--- config.mk ---
export PLATFORM = sky130hd
export DESIGN_NAME = operand_fetch_stage
export DESIGN_NICKNAME = d
export VERILOG_FILES = /design/src/rtl/operand_fetch_stage.sv
export SDC_FILE = /design/constraint.sdc
export NUM_CORES = 1
export LEC_CHECK = 0
export ABC_AREA = 0
export BUFFER_PORTS_ARGS = -buffer_cell sky130_fd_sc_hd__buf_2
export CAP_MARGIN = 5
export CORE_MARGIN = 2
export CORE_UTILIZATION = 41
export CTS_BUF_LIST = sky130_fd_sc_hd__clkbuf_2
export DETAILED_ROUTE_END_ITERATION = 7
export PLACE_DENSITY = 0.69
export REMOVE_ABC_BUFFERS = 1
export SKIP_LAST_GASP = 1
export SYNTH_ARGS = -nofsm -noshare
export SYNTH_HDL_FRONTEND = slang
export SYNTH_SLANG_ARGS = --single-unit
export TNS_END_PERCENT = 20
--- constraint.sdc ---
create_clock -name clk -period 5.74 [get_ports clk]
set_input_delay 0.574 -clock clk [delete_from_list [all_inputs] [get_ports clk]]
set_output_delay 0.574 -clock clk [all_outputs]
set_load 0.005 [all_outputs]
--- src/rtl/operand_fetch_stage.sv ---
// rtl/operand_fetch_stage.sv - decode/operand-fetch stage with busy scoreboard and ID/EX register; optional same-cycle writeback bypass under OPERAND_BYPASS_EN
module operand_fetch_stage #(
  parameter int DATA_WIDTH = 32,
  parameter int REG_COUNT  = 32
) (
  input  logic                  clk,
  input  logic                  rst,
  input  logic                  inst_valid_i,
  output logic                  inst_ready_o,
  input  logic [31:0]           inst_i,
  input  logic [DATA_WIDTH-1:0] pc_i,
  output logic [4:0]            rs1_addr_o,
  output logic [4:0]            rs2_addr_o,
  input  logic [DATA_WIDTH-1:0] rs1_data_i,
  input  logic [DATA_WIDTH-1:0] rs2_data_i,
  input  logic                  wb_valid_i,
  input  logic [4:0]            wb_rd_addr_i,
  input  logic [DATA_WIDTH-1:0] wb_data_i,
  input  logic                  flush_i,
  output logic                  ex_valid_o,
  input  logic                  ex_ready_i,
  output logic [DATA_WIDTH-1:0] ex_pc_o,
  output logic [31:0]           ex_inst_o,
  output logic [DATA_WIDTH-1:0] ex_rs1_data_o,
  output logic [DATA_WIDTH-1:0] ex_rs2_data_o,
  output logic [4:0]            ex_rd_addr_o,
  output logic                  ex_rd_we_o
);

  localparam logic [6:0] OP_LUI    = 7'b0110111;
  localparam logic [6:0] OP_AUIPC  = 7'b0010111;
  localparam logic [6:0] OP_JAL    = 7'b1101111;
  localparam logic [6:0] OP_JALR   = 7'b1100111;
  localparam logic [6:0] OP_BRANCH = 7'b1100011;
  localparam logic [6:0] OP_LOAD   = 7'b0000011;
  localparam logic [6:0] OP_STORE  = 7'b0100011;
  localparam logic [6:0] OP_IMM    = 7'b0010011;
  localparam logic [6:0] OP_OP     = 7'b0110011;

  logic [6:0]            opcode;
  logic [4:0]            rd;
  logic [4:0]            rs1;
  logic [4:0]            rs2;
  logic                  rd_we;
  logic                  use_rs1;
  logic                  use_rs2;
  logic                  hazard;
  logic                  accept;
  logic [REG_COUNT-1:0]  busy;
  logic [REG_COUNT-1:0]  busy_nxt;
  logic [REG_COUNT-1:0]  busy_chk;
  logic [REG_COUNT-1:0]  wb_clear_mask;
  logic [DATA_WIDTH-1:0] op1;
  logic [DATA_WIDTH-1:0] op2;

  assign opcode     = inst_i[6:0];
  assign rd         = inst_i[11:7];
  assign rs1        = inst_i[19:15];
  assign rs2        = inst_i[24:20];
  assign rs1_addr_o = rs1;
  assign rs2_addr_o = rs2;

  // Opcode decode: which instructions write rd and which read rs1/rs2
  always_comb begin
    rd_we   = 1'b0;
    use_rs1 = 1'b0;
    use_rs2 = 1'b0;
    case (opcode)
      OP_LUI, OP_AUIPC, OP_JAL: rd_we = 1'b1;
      OP_JALR, OP_LOAD, OP_IMM: begin
        rd_we   = 1'b1;
        use_rs1 = 1'b1;
      end
      OP_OP: begin
        rd_we   = 1'b1;
        use_rs1 = 1'b1;
        use_rs2 = 1'b1;
      end
      OP_BRANCH, OP_STORE: begin
        use_rs1 = 1'b1;
        use_rs2 = 1'b1;
      end
      default: ;
    endcase
    // x0 is never a real destination, so it never enters the scoreboard
    if (rd == 5'd0) rd_we = 1'b0;
  end

  // One-hot of the register retiring this cycle; writes to x0 are ignored
  always_comb begin
    wb_clear_mask = '0;
    if (wb_valid_i && (wb_rd_addr_i != 5'd0)) wb_clear_mask[wb_rd_addr_i] = 1'b1;
  end

`ifdef OPERAND_BYPASS_EN
  // A register retiring this cycle is already available through the bypass mux
  assign busy_chk = busy & ~wb_clear_mask;

  // Operand select: x0 reads zero, a matching writeback overrides the regfile
  always_comb begin
    op1 = rs1_data_i;
    op2 = rs2_data_i;
    if (wb_valid_i && (wb_rd_addr_i == rs1)) op1 = wb_data_i;
    if (wb_valid_i && (wb_rd_addr_i == rs2)) op2 = wb_data_i;
    if (rs1 == 5'd0) op1 = '0;
    if (rs2 == 5'd0) op2 = '0;
  end
`else
  logic unused_wb_data;

  // A register retiring this cycle stays busy until the regfile holds the new value
  assign busy_chk       = busy;
  assign unused_wb_data = ^wb_data_i;

  // Operand select: x0 reads zero regardless of what the regfile returns
  always_comb begin
    op1 = (rs1 == 5'd0) ? '0 : rs1_data_i;
    op2 = (rs2 == 5'd0) ? '0 : rs2_data_i;
  end
`endif

  assign hazard = (use_rs1 & busy_chk[rs1]) | (use_rs2 & busy_chk[rs2]) | (rd_we & busy_chk[rd]);
  assign inst_ready_o = !rst && !flush_i && !hazard && (!ex_valid_o || ex_ready_i);
  assign accept = inst_valid_i && inst_ready_o;

  // Scoreboard update: retire, drop the killed writer on flush, then mark the new writer
  always_comb begin
    busy_nxt = busy & ~wb_clear_mask;
    if (flush_i && ex_valid_o && ex_rd_we_o) busy_nxt[ex_rd_addr_o] = 1'b0;
    if (accept && rd_we) busy_nxt[rd] = 1'b1;
  end

  // Scoreboard register
  always_ff @(posedge clk) begin
    if (rst) busy <= '0;
    else     busy <= busy_nxt;
  end

  // ID/EX pipeline register: flush kills, accept loads, consume without refill empties
  always_ff @(posedge clk) begin
    if (rst) begin
      ex_valid_o    <= 1'b0;
      ex_pc_o       <= '0;
      ex_inst_o     <= '0;
      ex_rs1_data_o <= '0;
      ex_rs2_data_o <= '0;
      ex_rd_addr_o  <= '0;
      ex_rd_we_o    <= 1'b0;
    end else if (flush_i) begin
      ex_valid_o <= 1'b0;
    end else if (accept) begin
      ex_valid_o    <= 1'b1;
      ex_pc_o       <= pc_i;
      ex_inst_o     <= inst_i;
      ex_rs1_data_o <= op1;
      ex_rs2_data_o <= op2;
      ex_rd_addr_o  <= rd;
      ex_rd_we_o    <= rd_we;
    end else if (ex_ready_i) begin
      ex_valid_o <= 1'b0;
    end
  end

endmodule

Word-level counts from Yosys, hierarchy flattened
Index checks and enable logic that the tools add are counted.

word-level totals
  register bits = 167
  output and inout port bits = 146
  logic and storage cells = 85

cells by class
  $lt $le $gt $ge = 8
  bitwise operators = 11
  eq/ne operators = 9
  reduce and logical (&&, ||, !) cells = 26
  mux-type cells = 23

operators with widths
  kind                  count
  $mux W32              5
  $and A32 B32 Y32      2
  $not A32 Y32          2
  $or A32 B32 Y32       1
  $lt A5 B6 Y1 const B  5
  $eq A7 B6 Y1 const B  3
  $eq A7 B7 Y1 const B  3
  $bmux W1 S5           3
  $demux W1 S5          3
  $ge A5 B1 Y1 const B  3
  $logic_not A5 Y1      3
  $eq A7 B5 Y1 const B  2
  $mux W1               12
  $logic_and A1 B1 Y1   11
  $eq A7 B2 Y1 const B  1
  $reduce_or A7 Y1      1
  $reduce_or A6 Y1      1
  $reduce_bool A5 Y1    1
  $logic_not A1 Y1      4
  $and A1 B1 Y1         3
  $reduce_or A3 Y1      1
  $or A1 B1 Y1          2
  $reduce_and A2 Y1     1
  $reduce_bool A2 Y1    1
  3 further kinds       3

Logic depth before layout (Yosys ltp)
Gate-level depths: netlist of run 1.

  depth after elaboration = 12
  depth in mapped cells = 10

Least setup slack after synthesis of run 1
Ideal clock, no wire load.

  kind = input -> register
  start point = input port inst_i[22]
  end point = register ex_inst_o[21]
  library setup time = 0.121 ns
  cell stages on the path = 8
  setup slack = 3.044 ns
  data arrival time = 2.575 ns
  path through = clkbuf_1 > mux4_2 > mux2i_1 > and4_1 > or4_4 > o2111ai_4 > buf_2 > mux2_2

on the way
  cells in the longest elaborated chain, start to end = 10

ends and longest elaborated chain
  element                             RTL line  RTL
  start, declared                     10        input logic [31:0] inst_i,
  $bmux W1 S5                         122       assign hazard = (use_rs1 & busy_chk[rs1]) | (use_rs2 & busy_chk[rs2]) | (rd_we & busy_chk[rd]);
  $mux W1 (not written as such)       122
  $and A1 B1 Y1                       122
  $or A1 B1 Y1 (2 in series)          122
  $logic_not A1 Y1                    123       assign inst_ready_o = !rst && !flush_i && !hazard && (!ex_valid_o || ex_ready_i);
  $logic_and A1 B1 Y1 (2 in series)   123
  $logic_and A1 B1 Y1                 124       assign accept = inst_valid_i && inst_ready_o;
  $reduce_and A2 Y1 (no source line)  n/a
  end signal, assigned                154       ex_inst_o <= inst_i;
  end, declared                       23        output logic [31:0] ex_inst_o,

No other way between the ends. The select of a mux whose other input is x is not followed.
A chain may end at the register's enable or synchronous reset.

Worst setup path in the final report of run 1
  start point = register busy[30]
  end point = register ex_pc_o[27]

on the way
  cells in the longest elaborated chain, start to end = 10
  elaborated cells on any way between the ends = 16

ends and longest elaborated chain
  element                               RTL line  RTL
  start, declared                       49        logic [REG_COUNT-1:0] busy;
  start signal, assigned                136       else busy <= busy_nxt;
  $bmux W1 S5                           122
  $mux W1 (not written as such)         122
  $and A1 B1 Y1                         122
  $or A1 B1 Y1                          122
  $or A1 B1 Y1 *                        122
  $logic_not A1 Y1 *                    123
  $logic_and A1 B1 Y1 * (2 in series)   123
  $logic_and A1 B1 Y1 *                 124
  $reduce_and A2 Y1 (no source line) *  n/a
  end signal, assigned                  153       ex_pc_o <= pc_i;
  end, declared                         22        output logic [DATA_WIDTH-1:0] ex_pc_o,

Every way passes the cells marked *; elsewhere a longest branch is shown, timed or not. The select of a mux whose other input is x is not followed.

==> results.md, run 1 <==
- The fraction of the yosys area taken by sequential cells is 39.3%.
- In the synthesized netlist the async set-or-reset flop fraction comes to 0%.
- The worst setup path is captured at a register.
- Summing all multi-input logic gate instances after layout gives 4570 um2.
- The maximum level of the CTS H-tree is 4.
- The top achievable clock speed is 302 MHz.
- In this run the standard cell core region covers 19600 um2.
- The met2 global-route usage is 40.7%.
- The via count of the first global-routing pass came to 7648.
- The global-route met3 utilization is 7.21%.
- Dividing the detail-routed wire length by the instance count gives 17.6 um.
- The estimated wirelength of the detail-placed design is 16800 um.
- Sorting the synthesized cells by how often they occur yields 162 x dfxtp_1, 108 x nor2b_1, 96 x nand2_1, 80 x mux2i_1.
- The final hold violation count was 0.
- Setup violations remaining at the end of the flow were counted as 0.
- The clock sink total is 162.
- Summed over all instances, the cell type with the most area after synthesis is dfxtp_1.
- The floorplan has 51 rows.
- The mapped netlist covers 8250 um2.
- The detail route stage leaves a number of antenna-violating nets equal to 0.
- Data on the critical path is required at its endpoint by 6.40 ns.
- Across the run, the number of max-cap violations was 0.
- The final net count is 1350.
- For this block, the initial DRC count from the detailed router was 377.
- The family with the most delay on the worst path is compound AO/OA/AOI/OAI gates.
- CTS placed an instance of clkbuf_2 at the clock tree root.
- The aggregate global routing overflow is 0.
- After synthesis, the largest area contributor takes up 39.3% of total cell area.
- The layer flagged by global routing as most heavily used is met2.
- The final critical path takes up 57.7% of the cycle.
- The count of buffers from port buffering is 284.
- The run finished with clean final reports.
- The number of buffers and inverters on the critical path is 1.
- Setup repair after global routing left no endpoint under its margin.
- The floorplan step set the die width to 146 um.
- The netlist uses 47 different library cells.
- The worst setup path is launched from a register.
- On the worst path, the slowest cell contributes a delay of 0.97 ns.
- The number of clock buffers added by TritonCTS is 17.
- The clock transition at the registers of the reported paths is 0.27 ns.
- The initial antenna violation count is 1.
- In the post-synthesis netlist, the biggest area contributors are dfxtp_1 39%, mux2i_1 9.7%, mux2_2 9.3%.
- For this design the top-level I/O count stands at 317.
- Subtracting the final worst setup slack from the clock period gives 3.31 ns.
- For this run, global-route usage on met1 was measured as 26.7%.
- The initial core utilization is 42.1%.
- Clock skew on the completed layout was measured at 0.0421 ns.
- The total negative setup slack is 0 ns.
- The first-pass GRT wire length is 39900 um.
- The final wirelength is 25600 um.
- Walking the worst path, the cells encountered are mux4_2, nor2_1, a211oi_1, nand4_1, o2111ai_4, buf_4, mux2_2.
- The fraction of final layout cells sized beyond drive strength 1 is 34.6%.
- Along the worst path, the maximum fanout reaches 37.
- The most common cell in the synthesized netlist is dfxtp_1.
- The worst setup path is of the reg2reg kind.
- The number of flops mapped to enable cells by yosys is 0.
- Clock latency on the worst-skew pair, taken at its later pin, is 0.75 ns.
- Entering global routing, the biggest net connects 92 pins.
- The class of the worst hold path is in2reg.
- The cell type of the slowest stage on the worst timing path is o2111ai_4.
- The die covers 21300 um2.
- Across every metal layer, demand over resource in global routing totals 23.2%.
- Post-CTS repair changed the size of 0 cells.
- After filler insertion, the fill cell instance count of the layout stands at 1745.
- The static power due to leakage is 5.06 nW.
- The number of warnings issued by yosys is 0.
- After detailed routing, the number of remaining DRC violations is 0.
- The clock tree from TritonCTS is yes.
- Power spread over the standard cell area amounts to 213 nW/um2.
- Dividing the synthesized area by the synthesized cell count gives 9.81 um2.
- The number of buffers inserted by post-CTS setup repair is 0.
- The most common flop cell mapped by yosys is dfxtp_1.
- The final-report max-slew violation count was 0.
- The instance count of the mapped netlist is 841.
- The transition time of the tightest slew-check pin is 1.17 ns.
- STA puts the critical path data arrival time at 3.97 ns.
- Headroom to the max-slew limit came out at 21.7%.
- Across the whole layout, storage elements account for 3240 um2.
- The number of buffers on the longest clock path is 2.
- The maximum ir drop on the vdd rail is 0.000124 V.
- The first TritonRoute pass finished after 6 iterations.
- For this block, the via count after detailed routing is 7640.
- In the routed layout, each cell is associated on average with a via count of 5.24.
- The total of flip-flops plus latches after synthesis is 162.
- At the end of routability-driven placement, the weighted congestion stood at 0.852.
- The design draws 2.33 mW.
- The area growth from synthesis to final layout is 32.5%.
- The die height is 146 um.
## cell type report
cell class                      instances  share of cell area, %
Multi-Input combinational cell        600                   41.8
Sequential cell                       162                   29.7
Timing Repair Buffer                  396                   23.3
Tap cell                              265                   3.03
Clock inverter                         15                   1.29
Clock buffer                           17                  0.778
Inverter                                2                 0.0687
Antenna cell                            1                 0.0229
## stage by stage
step                      hold slack, ns  instance area (um2)  util [%]  std cells  setup slack, ns
after floorplan                    0.468                 7810         -        764            0.866
after global placement             0.457                 9630      49.2       1318             1.77
after detailed placement           0.465                 9630      49.2       1318             1.75
after CTS                      0.0000585                10900      55.6       1453             2.47
after global routing             0.00341                10900      55.8       1458             2.27
final                             0.0978                10900      55.8       1458             2.43
## layer usage
metal | share of wire (%) | up-vias | routed length (um)
met4 | 2.4 | 0 | 616
li1 | - | 3635 | -
met3 | 8.1 | 48 | 2060
met5 | 0 | - | 0
met1 | 40 | 3643 | 10300
met2 | 49 | 314 | 12600
## kinds of logic after synthesis
| logic type | count (synthesis) | share of synthesized area, % |
|---|---|---|
| muxes | 162 | 22.8 |
| and+or+nand+nor | 345 | 22.9 |
| AOI/OAI and AO/OA | 93 | 9.60 |
| DFF | 162 | 39.3 |
| buffers and inverters | 79 | 5.41 |
## cells in the final DEF (no fill, tap or decap), types with 3 or more instances in the layout
cell type / instances
nand3b_1: 10
o31ai_1: 15
dlygate4sd3_1: 107
or3_1: 4
mux2_2: 68
nand4_1: 3
dfxtp_1: 162
nand3_1: 13
buf_4: 5
o221ai_1: 31
mux4_2: 14
nor3b_1: 5
inv_6: 6
a211oi_1: 5
nor3_1: 4
nor2b_1: 108
nand2b_1: 68
o22ai_1: 3
buf_2: 283
nor2_1: 21
nand2_1: 96
mux2i_1: 80
a22oi_1: 3
clkbuf_2: 17
or2_2: 3
o41ai_1: 16
nand4b_1: 3
inv_8: 4
## what timing repair did
action,in CTS,in global routing
hold endpoints to repair,103,4
setup endpoints to repair,0,0
hold buffers,103,4
## registers in the layout (all words and copies together) (netlist names)
signal,count
ex_rs2_data_o,32
ex_inst_o,32
ex_valid_o,1
ex_rd_we_o,1
busy,32
ex_pc_o,32
ex_rs1_data_o,32
## worst paths after layout
path / startpoint / endpoint / slack, ns / depth (start not counted)
max reg2reg: busy[30] / ex_pc_o[27] / 2.43 / 7
min: inst_i[0] / ex_inst_o[0] / 0.1 / 2
min reg2reg: ex_rs2_data_o[29] / ex_rs2_data_o[29] / 0.49 / 2
max: busy[30] / ex_pc_o[27] / 2.43 / 7
## power by group
group / internal (mW) / switching, mW / leakage [nW]
Combinational: 0.254 / 0.225 / 3.61
Sequential: 1.20 / 0.0397 / 1.32
Clock: 0.138 / 0.477 / 0.135
Total: 1.59 / 0.742 / 5.06
## worst register-to-register path: cells and delay by family, from the launching register on
family                 cells  cell delay (ns)
buffers and inverters      1             0.58
AOI/OAI and AO/OA          2             1.21
DFF                        1             0.48
muxes                      2             0.69
and+or+nand+nor            2             0.27
No activity file was read; power rests on OpenSTA's default activity.
==> inputs of run 2 (changes only) <==
- ABC_AREA: 0 -> 1
- clock period: 5.74 -> 3.21 ns (I/O delays scaled with it)
==> results.md, run 2 <==
- The flow ran to the end, and the final reports show no timing, DRC or antenna violations.
- The largest clock skew in the final design is 0.0778 ns (+0.0357 ns).
- The power share of the sequential group is 52.0% (-1.1 points).
- The initial core utilization was 42.0% (-0.14 points).
- The final cell count without fillers came to 1804 (+24%).
- The critical path arrival is 2.73 ns (-1.24 ns).
- The estimated wirelength of the detail-placed design is 17700 um (+5.6%).
- The total routing usage reported by global routing came to 28.7% (+5.5 points).
- The first-pass iteration count of the detailed router came to 6 (unchanged).
- Derived from the worst setup path, the maximum achievable clock frequency is 328 MHz.
- The number of flops mapped to enable cells by yosys was 0 (unchanged).
- The routability congestion estimate was 0.916 (+7.5%).
- The detailed-route wire length per cell came to 16.8 um (-4.3%).
- The least setup slack across all paths after layout is 0.161 ns (-2.27 ns).
- The die height was 143 um (-2.1%).
- The main combinational cell family by area after synthesis is simple AND/OR/NAND/NOR gates.
- The instance count of the mapped netlist is 1146 (+36%).
- The number of DRC markers in iteration 0 is 920 (+140%).
- The combined area of the multi-input logic cells is 3800 um2 (-17%).
- The largest total area in the synthesized netlist belongs to dfxtp_1.
- The most common cell in the synthesized netlist is nand2_1.
- The clock sink total came to 162 (unchanged).
- The setup path with the least slack is of type in2out.
- The final hold violation count is 0 (unchanged).
- The largest fanout on the critical path is 32 (-14%).
- The highest cell delay on the worst timing path is 0.54 ns (-0.43 ns).
- The proportion of power drawn by combinational gates is 18.0% (-2.5 points).
- The share of Yosys cell area claimed by the top area cell type is 41.0% (+1.7 points).
- The number of warnings issued by yosys is 0 (unchanged).
- The clock power share came to 29.9% (+3.5 points).
- The worst hold path belongs to the class in2reg.
- The final worst hold slack is 0.0697 ns (-0.0281 ns).
- Setup repair after global routing left no endpoint under its margin.
- The design internal power was 2.68 mW (+68%).
- On the critical path, the stage with the largest delay is an instance of dlygate4sd3_1.
- Among cell families on the critical path, the largest total delay comes from buffers and inverters.
- The maximum ir drop on the vdd rail is 0.000227 V (+82%).
- The via count of the first global-routing pass is 9319 (+22%).
- The total negative setup slack is 0 ns (unchanged).
- The final net count was 1700 (+26%).
- TritonCTS built the clock tree.
- In the layout the commonest cells are 280 x buf_2, 265 x nand2_1, 185 x a21oi_1.
- The power density of the placed cells was 360 nW/um2 (+69%).
- Traced cell by cell, the critical path runs through dlygate4sd3_1, buf_2, inv_2, nand2_2, o21ai_1, nor2_1, nor2_1, nor2_1, nand3_1, nand3_1, nor2_4, buf_12, buf_2.
- The total power of the final layout is 4.05 mW (+74%).
- The fraction of the cycle the final worst path needs is 95.0%.
- The clock period could shrink to 3.05 ns.
- The mean post-synth cell area is 6.90 um2 (-30%).
- The library cell used most frequently in the layout, excluding fill and tap cells, is buf_2.
- The nature of the critical path startpoint is an input pin.
- The residual antenna-violating net count after detailed routing is 0 (unchanged).
- Among the stages of the critical path, the cell type that occurs most often is nor2_1.
- The fraction of the yosys area taken by sequential cells was 41.0% (+1.7 points).
- The kind of end point of the critical path is a primary output.
- The fraction of final layout cells sized beyond drive strength 1 is 21.9% (-13 points).
- The total of flip-flops plus latches after synthesis came to 162 (unchanged).
- The worst slew margin relative to its limit is 37.1% (+15 points).
- Yosys attributes the largest share of cell area to dfxtp_1 41%, nand2_1 13%, a21oi_1 12%.
- The site row count came to 50 (-2.0%).
- The share of synthesized area spent on multiplexers is 0% (-23 points).
- The post-synth design cell area is 7900 um2 (-4.2%).
- The transition time of the tightest slew-check pin came to 0.935 ns (-0.239 ns).
- The number of vias in the routed layout came to 9847 (+29%).
- The post-detailed-route DRC marker count is 0 (unchanged).
- The share of synthesized registers carrying an async set or reset was 0% (unchanged).
- The maximum level of the CTS H-tree is 4 (unchanged).
- The switching part of the total is 33.9% (+2.1 points).
- The number of different library cells in the post-synthesis netlist is 24 (-49%).
- The final-report max-slew violation count is 0 (unchanged).
- The max capacitance violation total came to 0 (unchanged).
- In this run the clock root is driven by a clkbuf_2.
- The parity-gate share of the synthesized area counting xor and xnor cells was 0% (unchanged).
- The count of buffers from port buffering is 284 (unchanged).
- The reported net switching power is 1.37 mW (+85%).
- The initial antenna violation count is 1 (unchanged).
- The adder and majority gate portion of the synthesized area is 0% (unchanged).
- The pin count of the biggest net entering global routing is 162 (+76%).
- The area of the die came to 20400 um2 (-4.1%).
- The number of placed cells counting well taps is 1597 (+21%).
- The static power due to leakage came to 4.78 nW (-5.6%).
- The layout filler cell count was 1649 (-5.5%).
- The chip width came to 143 um (-2.1%).
- The synthesized-area fraction occupied by and/or/nand/nor cells is 31.7% (+8.8 points).
- The clock transition at the registers of the reported paths came to 0.28 ns (about the same).
- The compound-gate portion of the synthesized area is 16.4% (+6.8 points).
- The count of pins on the block boundary was 317 (unchanged).
- The final wirelength is 30300 um (+18%).
- The first-pass GRT wire length is 46900 um (+17%).
- The required time at the endpoint of the critical path is 2.89 ns (-3.51 ns).
- The area used by sequential logic in the layout is 3240 um2 (unchanged).
- The final setup violation count was 0 (unchanged).
- The most common flop cell mapped by yosys is dfxtp_1.
- The buffering stage count on the worst path with inverters included is 5 (+4).
- The vias per cell is 5.46 (+4.2%).
- The number of buffers added by the clock tree synthesis step is 17 (unchanged).
- The clock latency on the worst-skew pair is 0.85 ns (+0.10 ns).
- The post-place setup slack is 0.615 ns (-1.14 ns).
- The aggregate global routing overflow was 0 (unchanged).
- The number of buffers on the longest clock path is 2 (unchanged).
- By count the netlist is led by 265 x nand2_1, 185 x a21oi_1, 162 x dfxtp_1, 112 x nand3_1, 99 x nand4_1.
- From synthesis to final layout, the design area changed by 42.5%.
- The core outline area came to 18800 um2 (-3.9%).
## run 2: changes by cell type after synthesis, sizes merged, moves of 17 or more
cell	previous run	this run
inv	2	80
nand2	96	268
nand2b	68	0
o21ai	1	39
o221ai	31	12
mux2	68	0
a21oi	4	185
mux2i	80	0
nor2b	108	0
buf	41	58
nor2	21	62
nand3	13	112
nand4	3	99
## run 2: cell families after synthesis
| logic type | after synthesis |
|---|---|
| and+or+nand+nor | 554 |
| AOI/OAI and AO/OA | 246 |
| buffers and inverters | 184 |
| DFF | 162 |
## run 2: worst paths after layout
check	start	to	slack [ns]	cells after the start
setup / recovery	inst_i[8]	inst_ready_o	0.16	13
hold / removal	wb_rd_addr_i[1]	busy[12]	0.07	5
setup reg to reg	busy[19]	ex_valid_o	0.50	13
hold reg to reg	ex_pc_o[21]	ex_pc_o[21]	0.48	2
## run 2: stage by stage
stage	cell area [um2]	utilization (%)
final	11300	59.8
after global routing	11300	59.8
after CTS	11200	59.6
after detailed placement	9230	49.0
after global placement	9230	49.0
after floorplan	7340	-
## run 2: power groups by stage
stage	registers, mW	clock network (mW)	logic [mW]
5_1_grt	2.12	1.31	0.791
2_1_floorplan	2.14	0	0.218
3_5_place_dp	2.14	0	0.555
4_1_cts	2.11	1.23	0.702
6_report	2.11	1.21	0.731
3_3_place_gp	2.14	0	0.550
## run 2: layer usage
metal | wire length (um) | global-route usage (%)
met5 | 0 | 0
met4 | 1320 | 14.3
met3 | 2570 | 6.71
met2 | 14500 | 47.4
met1 | 11900 | 35.0
## run 2: timing repair
action                                 CTS  global route
setup buffers                            0             0
endpoints found under the hold margin  137             0
hold buffers                           172             0
gates resized for setup                  0             2
setup endpoints to repair                0             1
## run 2: cell type report
| cell class | count | share of cell area, % |
|---|---|---|
| multi-input cells | 800 | 33.8 |
| repair buffers | 468 | 29.4 |
| flip-flops and latches | 162 | 28.8 |
| well taps | 260 | 2.89 |
| inverters | 80 | 2.67 |
| clock inverters | 15 | 1.66 |
| clock buffers | 17 | 0.756 |
| diodes | 2 | 0.0444 |
## run 2: worst register-to-register path, delay by kind of cell, from the launching register on
family	cells	cell delay (ns)
DFF	1	0.46
buffers and inverters	3	1.11
and+or+nand+nor	7	0.62
AOI/OAI and AO/OA	3	0.47
